<file path="config.mk">
export PLATFORM = sky130hd
export DESIGN_NAME = repeat_id_scanner_flat
export DESIGN_NICKNAME = d
export VERILOG_FILES = /design/src/rtl/repeat_id_scanner_if.sv /design/src/rtl/repeat_id_scanner.sv /design/src/flat_wrapper.sv
export SDC_FILE = /design/constraint.sdc
export NUM_CORES = 1
export LEC_CHECK = 0
export ABC_AREA = 1
export CAP_MARGIN = 15
export CORE_UTILIZATION = 55
export CTS_BUF_LIST = sky130_fd_sc_hd__clkbuf_8
export DETAILED_ROUTE_END_ITERATION = 12
export PLACE_DENSITY = 0.84
export SYNTH_ARGS = -nofsm -noshare
export SYNTH_HDL_FRONTEND = slang
export SYNTH_SLANG_ARGS = --single-unit
export TNS_END_PERCENT = 50
</file>
<file path="constraint.sdc">
create_clock -name clk -period 18.8 [get_ports clk]
set_clock_uncertainty 0.2 [all_clocks]
set_input_delay 5.64 -clock clk [delete_from_list [all_inputs] [get_ports clk]]
set_output_delay 5.64 -clock clk [all_outputs]
set_load 0.03 [all_outputs]
</file>
<file path="src/rtl/repeat_id_scanner_if.sv">
// Range-offer channel between the puzzle-input loader and repeat_id_scanner.
// The loader drives the master side, and the scanner is the slave.
interface repeat_id_scanner_if #(
  parameter int DIGITS = 10
);
  logic                  range_valid;
  logic                  range_ready;
  logic [4*DIGITS-1:0]   range_lo;
  logic [4*DIGITS-1:0]   range_hi;
  logic                  range_last;
  logic                  mode;

  modport master (
    output range_valid,
    output range_lo,
    output range_hi,
    output range_last,
    output mode,
    input  range_ready
  );

  modport slave (
    input  range_valid,
    input  range_lo,
    input  range_hi,
    input  range_last,
    input  mode,
    output range_ready
  );
endinterface

</file>
<file path="src/rtl/repeat_id_scanner.sv">
// repeat_id_scanner: walks every ID in each offered packed-BCD range, one per
// cycle. It flags IDs that are made of a repeated digit pattern. In mode 0 the
// pattern must appear exactly twice; in mode 1 it must appear two or more times.
// It accumulates the binary sum and count of flagged IDs over a batch of ranges.
// The last range of a batch is marked by range_last.
module repeat_id_scanner #(
  parameter int DIGITS = 10,
  parameter int SUM_W  = 64,
  parameter int CNT_W  = 32
) (
  input  logic                 clk,
  input  logic                 rst,
  repeat_id_scanner_if.slave   rng_if,
  output logic [SUM_W-1:0]     result,
  output logic [CNT_W-1:0]     id_count,
  output logic                 result_valid,
  output logic                 bad_range
);

  localparam int BW = 4 * DIGITS;
  localparam int LW = $clog2(DIGITS + 1);

  typedef enum logic [2:0] {
    ST_IDLE,
    ST_CHECK,
    ST_SCAN,
    ST_FLUSH,
    ST_DONE
  } state_t;

  state_t            r_state;
  state_t            w_next;

  logic [BW-1:0]     r_lo;
  logic [BW-1:0]     r_hi;
  logic              r_last;
  logic              r_mode;
  logic [BW-1:0]     r_cur;

  logic              r_p1_flag;
  logic [BW-1:0]     r_p1_cur;

  logic [SUM_W-1:0]  r_sum;
  logic [CNT_W-1:0]  r_cnt;
  logic              r_bad;

  logic              w_accept;
  logic              w_new_batch;
  logic              w_malformed;
  logic [LW-1:0]     w_len;
  logic              w_rep_two;
  logic              w_rep_any;
  logic              w_flag;
  logic [BW-1:0]     w_cur_inc;
  logic [SUM_W-1:0]  w_p1_bin;

  assign w_accept    = rng_if.range_valid && rng_if.range_ready;
  // Leaving DONE through an accept starts a fresh batch, so the old totals go.
  assign w_new_batch = w_accept && (r_state == ST_DONE);

  // State register.
  always_ff @(posedge clk or posedge rst) begin
    if (rst) begin
      r_state <= ST_IDLE;
    end else begin
      r_state <= w_next;
    end
  end

  // Next-state logic: CHECK vets the range once, and SCAN runs until hi has been evaluated.
  always_comb begin
    w_next = r_state;
    case (r_state)
      ST_IDLE, ST_DONE: begin
        if (w_accept) begin
          w_next = ST_CHECK;
        end
      end
      ST_CHECK: begin
        if (w_malformed) begin
          w_next = r_last ? ST_FLUSH : ST_IDLE;
        end else begin
          w_next = ST_SCAN;
        end
      end
      ST_SCAN: begin
        if (r_cur == r_hi) begin
          w_next = r_last ? ST_FLUSH : ST_IDLE;
        end
      end
      ST_FLUSH: begin
        w_next = ST_DONE;
      end
      default: begin
        w_next = ST_IDLE;
      end
    endcase
  end

  // Output logic: ready in IDLE/DONE (never while reset is held); totals valid in DONE.
  always_comb begin
    rng_if.range_ready = 1'b0;
    result_valid       = 1'b0;
    case (r_state)
      ST_IDLE: begin
        rng_if.range_ready = ~rst;
      end
      ST_DONE: begin
        rng_if.range_ready = ~rst;
        result_valid       = 1'b1;
      end
      default: begin
        rng_if.range_ready = 1'b0;
        result_valid       = 1'b0;
      end
    endcase
  end

  // Range vetting: a non-decimal nibble in either bound, or lo above hi.
  // Bounds holding only valid BCD digits order the same way as the unsigned
  // packed vectors, so a plain unsigned compare is enough.
  always_comb begin
    w_malformed = (r_lo > r_hi);
    for (int i = 0; i < DIGITS; i++) begin
      if ((r_lo[4*i +: 4] > 4'd9) || (r_hi[4*i +: 4] > 4'd9)) begin
        w_malformed = 1'b1;
      end
    end
  end

  // Significant length of the candidate: position of its top nonzero digit + 1.
  always_comb begin
    w_len = LW'(1);
    for (int i = 1; i < DIGITS; i++) begin
      if (r_cur[4*i +: 4] != 4'd0) begin
        w_len = LW'(i + 1);
      end
    end
  end

  // Pattern match, unrolled for every possible length so that every digit index is constant.
  always_comb begin
    logic w_ok;
    w_rep_two = 1'b0;
    w_rep_any = 1'b0;
    w_ok      = 1'b0;
    for (int lc = 2; lc <= DIGITS; lc++) begin
      if (w_len == LW'(lc)) begin
        if ((lc % 2) == 0) begin
          w_ok = 1'b1;
          for (int i = 0; i < lc / 2; i++) begin
            if (r_cur[4*i +: 4] != r_cur[4*(i + lc/2) +: 4]) begin
              w_ok = 1'b0;
            end
          end
          w_rep_two = w_ok;
        end
        for (int p = 1; p < lc; p++) begin
          if ((lc % p) == 0) begin
            w_ok = 1'b1;
            for (int i = p; i < lc; i++) begin
              if (r_cur[4*i +: 4] != r_cur[4*(i - p) +: 4]) begin
                w_ok = 1'b0;
              end
            end
            if (w_ok) begin
              w_rep_any = 1'b1;
            end
          end
        end
      end
    end
  end

  assign w_flag = r_mode ? w_rep_any : w_rep_two;

  // Decimal increment of the candidate, which ripples a carry through the nines.
  always_comb begin
    logic w_carry;
    w_cur_inc = r_cur;
    w_carry   = 1'b1;
    for (int i = 0; i < DIGITS; i++) begin
      if (w_carry) begin
        if (r_cur[4*i +: 4] == 4'd9) begin
          w_cur_inc[4*i +: 4] = 4'd0;
        end else begin
          w_cur_inc[4*i +: 4] = r_cur[4*i +: 4] + 4'd1;
          w_carry             = 1'b0;
        end
      end
    end
  end

  // Stage-2 BCD to binary conversion by Horner: acc = acc*10 + digit, most significant digit first.
  always_comb begin
    w_p1_bin = '0;
    for (int i = DIGITS - 1; i >= 0; i--) begin
      w_p1_bin = (w_p1_bin << 3) + (w_p1_bin << 1) + SUM_W'(r_p1_cur[4*i +: 4]);
    end
  end

  // Capture the offered range and step the candidate through it.
  always_ff @(posedge clk or posedge rst) begin
    if (rst) begin
      r_lo   <= '0;
      r_hi   <= '0;
      r_last <= 1'b0;
      r_mode <= 1'b0;
      r_cur  <= '0;
    end else begin
      if (w_accept) begin
        r_lo   <= rng_if.range_lo;
        r_hi   <= rng_if.range_hi;
        r_last <= rng_if.range_last;
        r_mode <= rng_if.mode;
      end
      if ((r_state == ST_CHECK) && !w_malformed) begin
        r_cur <= r_lo;
      end else if (r_state == ST_SCAN) begin
        r_cur <= w_cur_inc;
      end
    end
  end

  // Stage 1: register the candidate with its flag. The flag is only live while scanning.
  always_ff @(posedge clk or posedge rst) begin
    if (rst) begin
      r_p1_flag <= 1'b0;
      r_p1_cur  <= '0;
    end else begin
      r_p1_flag <= (r_state == ST_SCAN) && w_flag;
      r_p1_cur  <= r_cur;
    end
  end

  // Stage 2: accumulate flagged IDs (wrapping). A new batch clears the totals and the sticky bad flag.
  always_ff @(posedge clk or posedge rst) begin
    if (rst) begin
      r_sum <= '0;
      r_cnt <= '0;
      r_bad <= 1'b0;
    end else if (w_new_batch) begin
      r_sum <= '0;
      r_cnt <= '0;
      r_bad <= 1'b0;
    end else begin
      if (r_p1_flag) begin
        r_sum <= r_sum + w_p1_bin;
        r_cnt <= r_cnt + CNT_W'(1);
      end
      if ((r_state == ST_CHECK) && w_malformed) begin
        r_bad <= 1'b1;
      end
    end
  end

  assign result    = r_sum;
  assign id_count  = r_cnt;
  assign bad_range = r_bad;

endmodule

</file>
<file path="src/flat_wrapper.sv">
// flat-port wrapper written by rule: the top's interface ports become plain ports
module repeat_id_scanner_flat 
#(
  parameter int DIGITS = 10,
  parameter int SUM_W  = 64,
  parameter int CNT_W  = 32
)
  (clk, rst, result, id_count, result_valid, bad_range, rng_if_range_valid, rng_if_range_lo, rng_if_range_hi, rng_if_range_last, rng_if_mode, rng_if_range_ready);
  repeat_id_scanner_if #(.DIGITS(DIGITS)) rng_if_i ();
  input  logic clk;
  input  logic rst;
  output logic [SUM_W-1:0] result;
  output logic [CNT_W-1:0] id_count;
  output logic result_valid;
  output logic bad_range;
  input wire logic [$bits(rng_if_i.range_valid)-1:0] rng_if_range_valid;
  input wire logic [$bits(rng_if_i.range_lo)-1:0] rng_if_range_lo;
  input wire logic [$bits(rng_if_i.range_hi)-1:0] rng_if_range_hi;
  input wire logic [$bits(rng_if_i.range_last)-1:0] rng_if_range_last;
  input wire logic [$bits(rng_if_i.mode)-1:0] rng_if_mode;
  output wire logic [$bits(rng_if_i.range_ready)-1:0] rng_if_range_ready;
  assign rng_if_i.range_valid = rng_if_range_valid;
  assign rng_if_i.range_lo = rng_if_range_lo;
  assign rng_if_i.range_hi = rng_if_range_hi;
  assign rng_if_i.range_last = rng_if_range_last;
  assign rng_if_i.mode = rng_if_mode;
  assign rng_if_range_ready = rng_if_i.range_ready;
  repeat_id_scanner #(.DIGITS(DIGITS), .SUM_W(SUM_W), .CNT_W(CNT_W)) u_core (.clk(clk), .rst(rst), .rng_if(rng_if_i), .result(result), .id_count(id_count), .result_valid(result_valid), .bad_range(bad_range));
endmodule
</file>
==> results.sh <==
export IMPL_grt_start_max_net_pins=131
export IMPL_clk_latency_ns=0.65
export IMPL_synth_top_family_by_area="simple AND/OR/NAND/NOR gates"
export IMPL_hold_buffers=0
export IMPL_clockRootBuffer="clkbuf_8"
export IMPL_cts_setup_buffers=0
export IMPL_worstPathArrival_ns=17.33
export IMPL_crit_type="flop to flop"
export IMPL_drt_first_pass_iters=6
export IMPL_status="finished clean"
export IMPL_synth_edff_count=0
export IMPL_clk_pin_slew_ns=0.06
export IMPL_synth_simple_area_share_pct=25.7
export IMPL_min_delay_start="u_core.result[40]"
export IMPL_regToRegSetupSlack_ns=1.85
export IMPL_num_nets_final=4679
export IMPL_via_per_inst=5.68
export IMPL_place_congestion=0.985
export IMPL_cts_buffer_depth=3
export IMPL_coreArea_um2=50400
export IMPL_r2r_end="u_core.result[61]"
export IMPL_post_cts_resized=0
export IMPL_clock_sinks=263
export IMPL_final_hold_viol_count=0
export IMPL_r2r_start="u_core.r_p1_cur[35]"
export IMPL_ys_seq_elements=263
export IMPL_synth_fa_ha_area_share_pct=20.7
export IMPL_synth_warnings=0
export IMPL_clock_fmax_mhz=59.0
export IMPL_final_period_utilization_pct=90.2
export IMPL_whs_path_depth=2
export IMPL_ant_nets=0
export IMPL_grt_pass1_vias=25800
export IMPL_critPathMaxStageDelay_ns=0.53
export IMPL_end_kind="flop"
export IMPL_die_area_um2=52100
export IMPL_synth_cell_types=59
export IMPL_synth_nets=4534
export IMPL_synth_common_cells="nand2_1 (1001), inv_1 (529), ha_1 (383)"
export IMPL_synth_compound_area_share_pct=14.4
export IMPL_synth_top_cell_by_area="dfrtp_1"
export IMPL_grt_antenna_before_repair=1
export IMPL_wl_per_cell_um=16.0
export IMPL_wl_mm=77.7
export IMPL_start_util_pct=55.9
export IMPL_synth_most_common_cell="nand2_1"
export IMPL_synthMuxAreaShare_pct=0
export IMPL_slew_headroom_pct=32.7
export IMPL_num_rows=82
export IMPL_post_synth_inst_count=4014
export IMPL_synth_seq_area_share_pct=23.4
export IMPL_tritoncts="built"
export IMPL_cp_start_kind="flop"
export IMPL_setup_tns_final_ns=0
export IMPL_die_w_um=228
export IMPL_drt_iter0_markers=2389
export IMPL_synth_flop_cell="dfrtp_1"
export IMPL_crit_top_cell="nand2_1"
export IMPL_drv_cap=0
export IMPL_grt_pass1_wl_mm=128
export IMPL_dpl_hpwl_mm=60.9
export IMPL_drv_slew=0
export IMPL_syn_to_final_growth_pct=12.1
export IMPL_grt_usage_pct=29.4
export IMPL_dieHeight_um=228
export IMPL_drc=0
export IMPL_numCtsBuffers=47
export IMPL_worst_pin_slew_ns=1.01
export IMPL_avgSynthCellArea_um2=7.02
export IMPL_cts_htree_levels=2
export IMPL_r2r_cells=88
export IMPL_vias=27600
export IMPL_setup_violations=0
export IMPL_syn_cell_area_um2=28200
export IMPL_fin_crit_ns=16.95
export IMPL_async_reset_ff_share_pct=100
export IMPL_drive_above_1_share_pct=3.13
export IMPL_critical_path_peak_fanout=7
export IMPL_hp_class="flop to flop"
export IMPL_io_buffers=183
export IMPL_ios=184
export IMPL_ys_top_cells_by_area="dfrtp_1 (23%), ha_1 (17%), nand2_1 (13%), inv_1 (7.0%), a21oi_1 (5.1%)"
export IMPL_whs_endpoint="u_core.result[40]"
export IMPL_yosys_area_share_xor_xnor_pct=7.21
export IMPL_crit_path_top_delay_cell="fa_1"
export IMPL_yosys_area_top_type_share_pct=23.4
export IMPL_critical_path_required_ns=19.18
export IMPL_overflow=0
export IMPL_grt_setup_unrepaired="false"
## cells by family (layout without fill, tap and decap cells)
logic type,Yosys count,in the layout
AND/OR/NAND/NOR,1710,1710
AO/OA/AOI/OAI,728,728
buffers and inverters,646,822
adder cells (fa/ha/maj),435,435
flip-flops,263,263
XOR/XNOR,232,232
other,0,1
## worst max-delay path: cells and delay by family, from the launching register on
family / cells / cell delay, ns
AOI/OAI and AO/OA: 17 / 3.27
DFF: 1 / 0.32
adders and majority gates: 17 / 5.93
xor gates and xnor gates: 7 / 1.63
and+or+nand+nor: 33 / 4.53
buffers and inverters: 14 / 1.05
## through the flow
step                cell area (µm²)  hold WS, ns  setup WS, ns  std cells  util (%)
floorplan                     28200        0.149          4.44       4014         -
global placement              30500        0.280          2.32       4782      60.6
detailed placement            30500        0.301          2.04       4782      60.6
CTS                           31600        0.317          2.02       4862      62.7
global route                  31600        0.348         0.350       4863      62.7
finish                        31600        0.315          1.85       4863      62.7
## registers in the layout (all words and copies together), names as in the netlist
name	flops
u_core.bad_range	1
u_core.id_count	32
u_core.r_cur	40
u_core.r_hi	40
u_core.r_last	1
u_core.r_lo	40
u_core.r_mode	1
u_core.r_p1_cur	40
u_core.r_p1_flag	1
u_core.r_state	3
u_core.result	64
## final cells by class
class | count | area, µm²
diodes | 1 | 2.50
clock buffers | 61 | 840
clock inverters | 19 | 208
fillers | 4584 | 18800
inverters | 552 | 2080
multi-input cells | 3105 | 19200
flip-flops and latches | 263 | 6580
well taps | 672 | 841
repair buffers | 190 | 1880
## worst max path at each step
| stage | startpoint | end | slack, ns |
|---|---|---|---|
| 6_report | u_core.r_p1_cur[35] | u_core.result[61] | 1.85 |
| 5_1_grt | u_core.r_p1_cur[36] | u_core.result[61] | 0.35 |
| 4_1_cts | u_core.r_p1_cur[35] | u_core.result[61] | 2.02 |
| 3_5_place_dp | u_core.r_p1_cur[35] | u_core.result[61] | 2.04 |
| 3_3_place_gp | u_core.r_p1_cur[35] | u_core.result[48] | 2.32 |
| 2_1_floorplan | u_core.r_p1_cur[35] | u_core.result[61] | 4.44 |
## layer usage
metal / global-route usage [%] / up-vias / routed length (µm)
met1: 41.1 / 12700 / 34700
li1: - / 13600 / -
met3: 4.29 / 207 / 5880
met2: 46.0 / 1130 / 34300
met5: 0 / - / 0
met4: 11.0 / 0 / 2840
## cells in the final DEF (no fill, tap or decap), types with 5 or more instances in the layout
master,Yosys,final
buf_4,0,7
a32o_1,6,6
a211oi_1,13,13
xor2_1,156,156
o21bai_1,14,14
clkdlybuf4s50_1,0,183
xnor2_1,76,76
fa_1,52,52
o211ai_1,23,23
clkinv_2,1,8
a31oi_1,44,44
nor2_2,6,7
nor4_1,31,31
o22ai_1,5,5
nand3_1,160,159
nor3_1,58,58
inv_1,529,533
clkinv_1,5,5
o21a_1,14,14
a21o_1,21,21
nand4_1,88,88
nor2_1,328,327
o21ai_0,258,258
ha_1,383,383
and3_1,5,5
inv_2,16,16
dfrtp_1,263,263
nand2_1,1001,1001
a21oi_1,287,287
nand3b_1,7,7
o31ai_1,9,9
or2_2,6,6
o21ai_1,13,13
clkbuf_8,0,61
Power is not shown: default switching activity piles up to over one toggle a cycle in this logic, so the estimate is an artifact.
